## src/rtl/alu_pkg.sv

```systemverilog
// alu_pkg -- shared definitions for the ALU operation sequencer.
//   DATA_W          : operand / result width
//   OP_*            : 4-bit ALU select codes driven on alu_sel
//   seq_state_e     : sequencer FSM states
//   is_div_by_zero  : flags a command that must not be sent to the ALU
package alu_pkg;

   localparam int unsigned DATA_W = 8;

   localparam logic [3:0] OP_ADD = 4'd0;
   localparam logic [3:0] OP_SUB = 4'd1;
   localparam logic [3:0] OP_MUL = 4'd2;
   localparam logic [3:0] OP_DIV = 4'd3;
   localparam logic [3:0] OP_MOD = 4'd4;
   localparam logic [3:0] OP_AND = 4'd5;
   localparam logic [3:0] OP_OR  = 4'd6;
   localparam logic [3:0] OP_XOR = 4'd7;
   localparam logic [3:0] OP_NOT = 4'd8;
   localparam logic [3:0] OP_SHL = 4'd9;
   localparam logic [3:0] OP_SHR = 4'd10;
   localparam logic [3:0] OP_ROL = 4'd11;
   localparam logic [3:0] OP_ROR = 4'd12;
   localparam logic [3:0] OP_LT  = 4'd13;
   localparam logic [3:0] OP_GT  = 4'd14;
   localparam logic [3:0] OP_EQ  = 4'd15;

   typedef enum logic [1:0] {
      ST_IDLE  = 2'd0,
      ST_DRIVE = 2'd1,
      ST_RESP  = 2'd2
   } seq_state_e;

   function automatic logic is_div_by_zero(input logic [3:0] op,
                                           input logic [DATA_W-1:0] b);
      return (op == OP_DIV) && (b == {DATA_W{1'b0}});
   endfunction

endpackage

```

## src/rtl/alu_op_sequencer.sv

```systemverilog
// alu_op_sequencer -- accepts one ALU command at a time, drives registered
// operands to an external ALU, waits SETTLE_CYCLES and captures the result
// into a response register held until the consumer takes it.
//   clk, rst_n                       : clock, synchronous active-low reset
//   cmd_valid/cmd_ready              : command handshake
//   cmd_op, cmd_a, cmd_b, cmd_chain  : command fields (chain: A = last result)
//   alu_a, alu_b, alu_sel            : registered ALU drive
//   alu_out, alu_carry               : ALU result inputs
//   rsp_valid/rsp_ready              : response handshake
//   rsp_data, rsp_carry, rsp_err     : captured response
module alu_op_sequencer
   import alu_pkg::*;
#(
   parameter int unsigned SETTLE_CYCLES = 1
) (
   input  logic              clk,
   input  logic              rst_n,
   input  logic              cmd_valid,
   output logic              cmd_ready,
   input  logic [3:0]        cmd_op,
   input  logic [DATA_W-1:0] cmd_a,
   input  logic [DATA_W-1:0] cmd_b,
   input  logic              cmd_chain,
   output logic [DATA_W-1:0] alu_a,
   output logic [DATA_W-1:0] alu_b,
   output logic [3:0]        alu_sel,
   input  logic [DATA_W-1:0] alu_out,
   input  logic              alu_carry,
   output logic              rsp_valid,
   input  logic              rsp_ready,
   output logic [DATA_W-1:0] rsp_data,
   output logic              rsp_carry,
   output logic              rsp_err
);

   localparam logic [3:0] SETTLE_LOAD = 4'(SETTLE_CYCLES - 1);

   seq_state_e        state_q, state_d;
   logic [3:0]        cnt_q, cnt_d;
   logic              err_pend_q, err_pend_d;
   logic [DATA_W-1:0] alu_a_q, alu_a_d;
   logic [DATA_W-1:0] alu_b_q, alu_b_d;
   logic [3:0]        alu_sel_q, alu_sel_d;
   logic [DATA_W-1:0] rsp_data_q, rsp_data_d;
   logic              rsp_carry_q, rsp_carry_d;
   logic              rsp_err_q, rsp_err_d;
   logic              rsp_valid_q, rsp_valid_d;
   logic              cmd_ready_q, cmd_ready_d;
   logic [DATA_W-1:0] last_result_q, last_result_d;
   logic [DATA_W-1:0] eff_a_s;

   // Next-state, datapath and output-flag computation for the sequencer FSM.
   always_comb begin
      state_d       = state_q;
      cnt_d         = cnt_q;
      err_pend_d    = err_pend_q;
      alu_a_d       = alu_a_q;
      alu_b_d       = alu_b_q;
      alu_sel_d     = alu_sel_q;
      rsp_data_d    = rsp_data_q;
      rsp_carry_d   = rsp_carry_q;
      rsp_err_d     = rsp_err_q;
      last_result_d = last_result_q;
      eff_a_s       = cmd_chain ? last_result_q : cmd_a;

      case (state_q)
         ST_IDLE: begin
            if (cmd_valid) begin
               state_d = ST_DRIVE;
               if (is_div_by_zero(cmd_op, cmd_b)) begin
                  // Rejected command: the ALU drive is left untouched and the
                  // error response is produced after a single DRIVE cycle, so
                  // it has the same one-cycle latency as a SETTLE_CYCLES=1 op.
                  err_pend_d = 1'b1;
                  cnt_d      = 4'd0;
               end else begin
                  err_pend_d = 1'b0;
                  cnt_d      = SETTLE_LOAD;
                  alu_a_d    = eff_a_s;
                  alu_b_d    = cmd_b;
                  alu_sel_d  = cmd_op;
               end
            end else begin
               state_d = ST_IDLE;
            end
         end
         ST_DRIVE: begin
            if (cnt_q == 4'd0) begin
               state_d = ST_RESP;
               if (err_pend_q) begin
                  rsp_data_d  = 8'hFF;
                  rsp_carry_d = 1'b0;
                  rsp_err_d   = 1'b1;
               end else begin
                  rsp_data_d    = alu_out;
                  rsp_carry_d   = alu_carry;
                  rsp_err_d     = 1'b0;
                  last_result_d = alu_out;
               end
            end else begin
               cnt_d = cnt_q - 4'd1;
            end
         end
         ST_RESP: begin
            if (rsp_ready) begin
               state_d = ST_IDLE;
            end else begin
               state_d = ST_RESP;
            end
         end
         default: begin
            state_d = ST_IDLE;
         end
      endcase

      // Handshake flags are registered copies of the next state.
      cmd_ready_d = (state_d == ST_IDLE);
      rsp_valid_d = (state_d == ST_RESP);
   end

   // State and output registers with synchronous active-low reset.
   always_ff @(posedge clk) begin
      if (!rst_n) begin
         state_q       <= ST_IDLE;
         cnt_q         <= 4'd0;
         err_pend_q    <= 1'b0;
         alu_a_q       <= 8'd0;
         alu_b_q       <= 8'd0;
         alu_sel_q     <= 4'd0;
         rsp_data_q    <= 8'd0;
         rsp_carry_q   <= 1'b0;
         rsp_err_q     <= 1'b0;
         rsp_valid_q   <= 1'b0;
         cmd_ready_q   <= 1'b1;
         last_result_q <= 8'd0;
      end else begin
         state_q       <= state_d;
         cnt_q         <= cnt_d;
         err_pend_q    <= err_pend_d;
         alu_a_q       <= alu_a_d;
         alu_b_q       <= alu_b_d;
         alu_sel_q     <= alu_sel_d;
         rsp_data_q    <= rsp_data_d;
         rsp_carry_q   <= rsp_carry_d;
         rsp_err_q     <= rsp_err_d;
         rsp_valid_q   <= rsp_valid_d;
         cmd_ready_q   <= cmd_ready_d;
         last_result_q <= last_result_d;
      end
   end

   assign cmd_ready = cmd_ready_q;
   assign rsp_valid = rsp_valid_q;
   assign rsp_data  = rsp_data_q;
   assign rsp_carry = rsp_carry_q;
   assign rsp_err   = rsp_err_q;
   assign alu_a     = alu_a_q;
   assign alu_b     = alu_b_q;
   assign alu_sel   = alu_sel_q;

endmodule
```

## config.mk

```make
export PLATFORM = sky130hd
export DESIGN_NAME = alu_op_sequencer
export DESIGN_NICKNAME = d
export VERILOG_FILES = /design/src/rtl/alu_pkg.sv /design/src/rtl/alu_op_sequencer.sv
export SDC_FILE = /design/constraint.sdc
export NUM_CORES = 1
export LEC_CHECK = 0
export BUFFER_PORTS_ARGS = -buffer_cell sky130_fd_sc_hd__buf_2
export CORE_MARGIN = 4
export CORE_UTILIZATION = 52
export CTS_CLUSTER_DIAMETER = 150
export DETAILED_ROUTE_END_ITERATION = 8
export GPL_TIMING_DRIVEN = 0
export PLACE_DENSITY = 0.91
export SETUP_SLACK_MARGIN = 0.5
export SLEW_MARGIN = 0
export SYNTH_ARGS = -nofsm -noshare
export SYNTH_HDL_FRONTEND = slang
export SYNTH_SLANG_ARGS = --single-unit
```

## constraint.sdc

```tcl
create_clock -name clk -period 3.82 [get_ports clk]
set_input_delay 0.382 -clock clk [delete_from_list [all_inputs] [get_ports clk]]
set_output_delay 0.382 -clock clk [all_outputs]
set_load 0.02 [all_outputs]
```

==> impl_results.md <==
* Asr flop ratio synth at 0
* I/O pins at 66
* Fin. Hold Viols at 0
* Die Y at 71.3 um
* Max Freq at 564 MHz
* Post-synthesis cell type count at 31
* Worst Hold Endpoint: alu_sel[0]
* Clock Pin Slew Worst Setup and Hold Paths at 0.09 ns
* First-pass GRT wire length at 8300 um
* Port Buffer Count at 63
* Ys flop type: dfxtp_1
* CP endpoint kind: flop
* Post-DP Area at 2460 um2
* Final core utilization at 0.679
* Critical path arrival at 1.96 ns
* Core area at 3770 um2
* Number of synthesized register bits at 47
* Final critical-path required period at 1.77 ns
* Netlist Area Pre-Place at 2080 um2
* Mapped Cells at 233
* Grt total ovfl at 0
* Yosys warns at 0
* Area share of the largest cell type after synthesis at 0.452
* Power Total at 1.05 mW
* Worst slack at placement at 2.12 ns
* Rel. slew slack at 0.666
* # setup viols final at 0
* Least-Margin Pin Slew at 0.497 ns
* Share of layout cells above drive strength 1 at 0.306
* DRC violations left at 0
* Iter 0 DRT Violations at 88
* Num CTS Buffers at 5
* Post-CTS setup buffers at 0
* Max-slew violations at 0
* Synth area leader: dfxtp_1
* Synth-to-Final Area Change at 23.0%
* Post-DRT Antenna Nets at 0
* # nets final at 338
* Cell with the most instances after synthesis: dfxtp_1
* Net Count, Synth at 268
* Startpoint Class: flop
* Die Width at 71.3 um
* Crit Path Max Fanout at 10
* Avg Inst Size Synth at 8.93 um2
* Status: complete, no violations
* Drt wl/cell at 14.3 um
* Synth area leaders: dfxtp_1 (45%), nand2_1 (7.8%), mux2i_1 (6.7%)
* Root Buffer: clkbuf_8
* Clock Sink Count at 47
* CTS tree: yes
* Final Routed Wirelength at 5020 um
* Hold Crit Depth at 3
* Post-route setup TNS at 0 ns
* RR Endpoint: last_result_q[2]
* Min-delay worst type: in2reg
* Fin area at 2560 um2
* Power density cells at 408 nW/um2
* Synth top cells by count: dfxtp_1 (47), nand2_1 (43), a21oi_1 (24), clkbuf_1 (15), mux2i_1 (14)
* Total global-route track usage at 0.202
* Number of enable flip-flop cells after synthesis at 0
* CTS resizes at 0
* RR Startpoint: cnt_q[0]
* Maximum VDD drop at 187 uV
* H-tree depth at 2
* Rows at 22
* HPWL after detailed placement at 3800 um
* Leakage at 1.10 nW
* Min-delay src: cmd_op[0]
* Die area at 5080 um2
* Longest Clk Path Bufs at 2
* Vias in the first global route at 1899
* Final WS setup at 2.05 ns
* Clk_skew at 0.00769 ns
* Diode count at 0
* Unrepaired setup endpoints after global routing: no
* Sequential share of the synthesized area at 0.452
* DRT Pass-1 Iters at 4
* Largest net degree at the start of global routing at 15
* Setup CP Type: reg2reg
* Vias at 1969
* Worst-Skew Late Latency at 0.31 ns
* Max-cap viol count at 0
* R2R cell count at 6
* Non-filler cells, final at 352
* Hold-fix buffers, CTS at 0
* Global placer's final weighted congestion at 0.800
* Detailed-route vias per instance at 5.59
* Antenna violations before repair at 0
* Worst hold slack at 0.324 ns
* Placed cells at 344
* FF-to-FF setup slack at 2.05 ns
* CP Data Required Time at 4.01 ns
* Initial core utilization at 0.552
* Fin crit share at 0.464
## power breakdown
group,total [mW],leakage [nW],switching [mW],internal [mW]
Sequential,0.533,0.384,0.0145,0.518
Combinational,0.174,0.664,0.103,0.0709
Clock,0.339,0.0505,0.174,0.165
## registers in the layout (all words and copies together) (netlist names), 2 cells and up
| name | count |
|---|---|
| rsp_data | 8 |
| cnt_q | 4 |
| alu_a | 8 |
| alu_sel | 4 |
| state_q | 2 |
| last_result_q | 8 |
| alu_b | 8 |
## how the worst max path moves through the flow
stage	start	to	slack [ns]	cells past startpoint
global placement	cnt_q[0]	last_result_q[4]	2.18	6
global route	cnt_q[0]	last_result_q[2]	1.90	6
CTS	cnt_q[0]	last_result_q[2]	2.04	6
finish	cnt_q[0]	last_result_q[2]	2.05	6
floorplan	cnt_q[0]	last_result_q[2]	2.28	6
detailed placement	cnt_q[0]	last_result_q[7]	2.12	6
## critical path, stage by stage, from the launching register on
cell	delay (ns)
dfxtp_1	0.33
inv_1	0.09
ha_1	0.18
or3b_2	0.48
buf_2	0.20
o31ai_1	0.25
a21oi_1	0.12
## metal layers
| metal | vias up | share of wire | global-route usage |
|---|---|---|---|
| met1 | 905 | 0.44 | 0.267 |
| met4 | 0 | 0.014 | 0.0731 |
| met2 | 84 | 0.45 | 0.312 |
| met5 | - | 0 | 0 |
| met3 | 7 | 0.093 | 0.0617 |
| li1 | 973 | - | - |
## final cells by class
class	instances	area (um2)
fillers	307	1210
multi-input cells	159	1020
inverters	4	15.0
clock inverters	1	7.51
well taps	48	60.1
repair buffers	63	315
plain buffers	23	109
flip-flops and latches	47	941
clock buffers	7	96.3
## layout by cell type (no fill, tap or decap), drive strengths merged, types with 2 or more instances in the layout
cell,Yosys,routed
o31ai,8,8
mux2,8,8
nand3,2,2
mux2i,14,14
o22ai,6,6
buf,8,71
nor3,8,8
nand2,43,43
a21oi,24,24
dfxtp,47,47
o21ai,6,6
nand4b,10,10
clkbuf,15,22
nor4,10,10
or3b,2,2
inv,4,4
nor2,3,3
or3,2,2
nor3b,2,2
or4,2,2
o21a,2,2
## kinds of logic (layout without fill, tap and decap cells)
group / count (synthesis) / count (layout) / share of synthesized area
multiplexers: 22 / 22 / 0.111
AO/OA/AOI/OAI: 49 / 49 / 0.144
adder cells (fa/ha/maj): 1 / 1 / 0.00601
flip-flops: 47 / 47 / 0.452
buffers and inverters: 27 / 98 / 0.0595
AND/OR/NAND/NOR: 87 / 87 / 0.227
(Power assumes the default switching activity.)
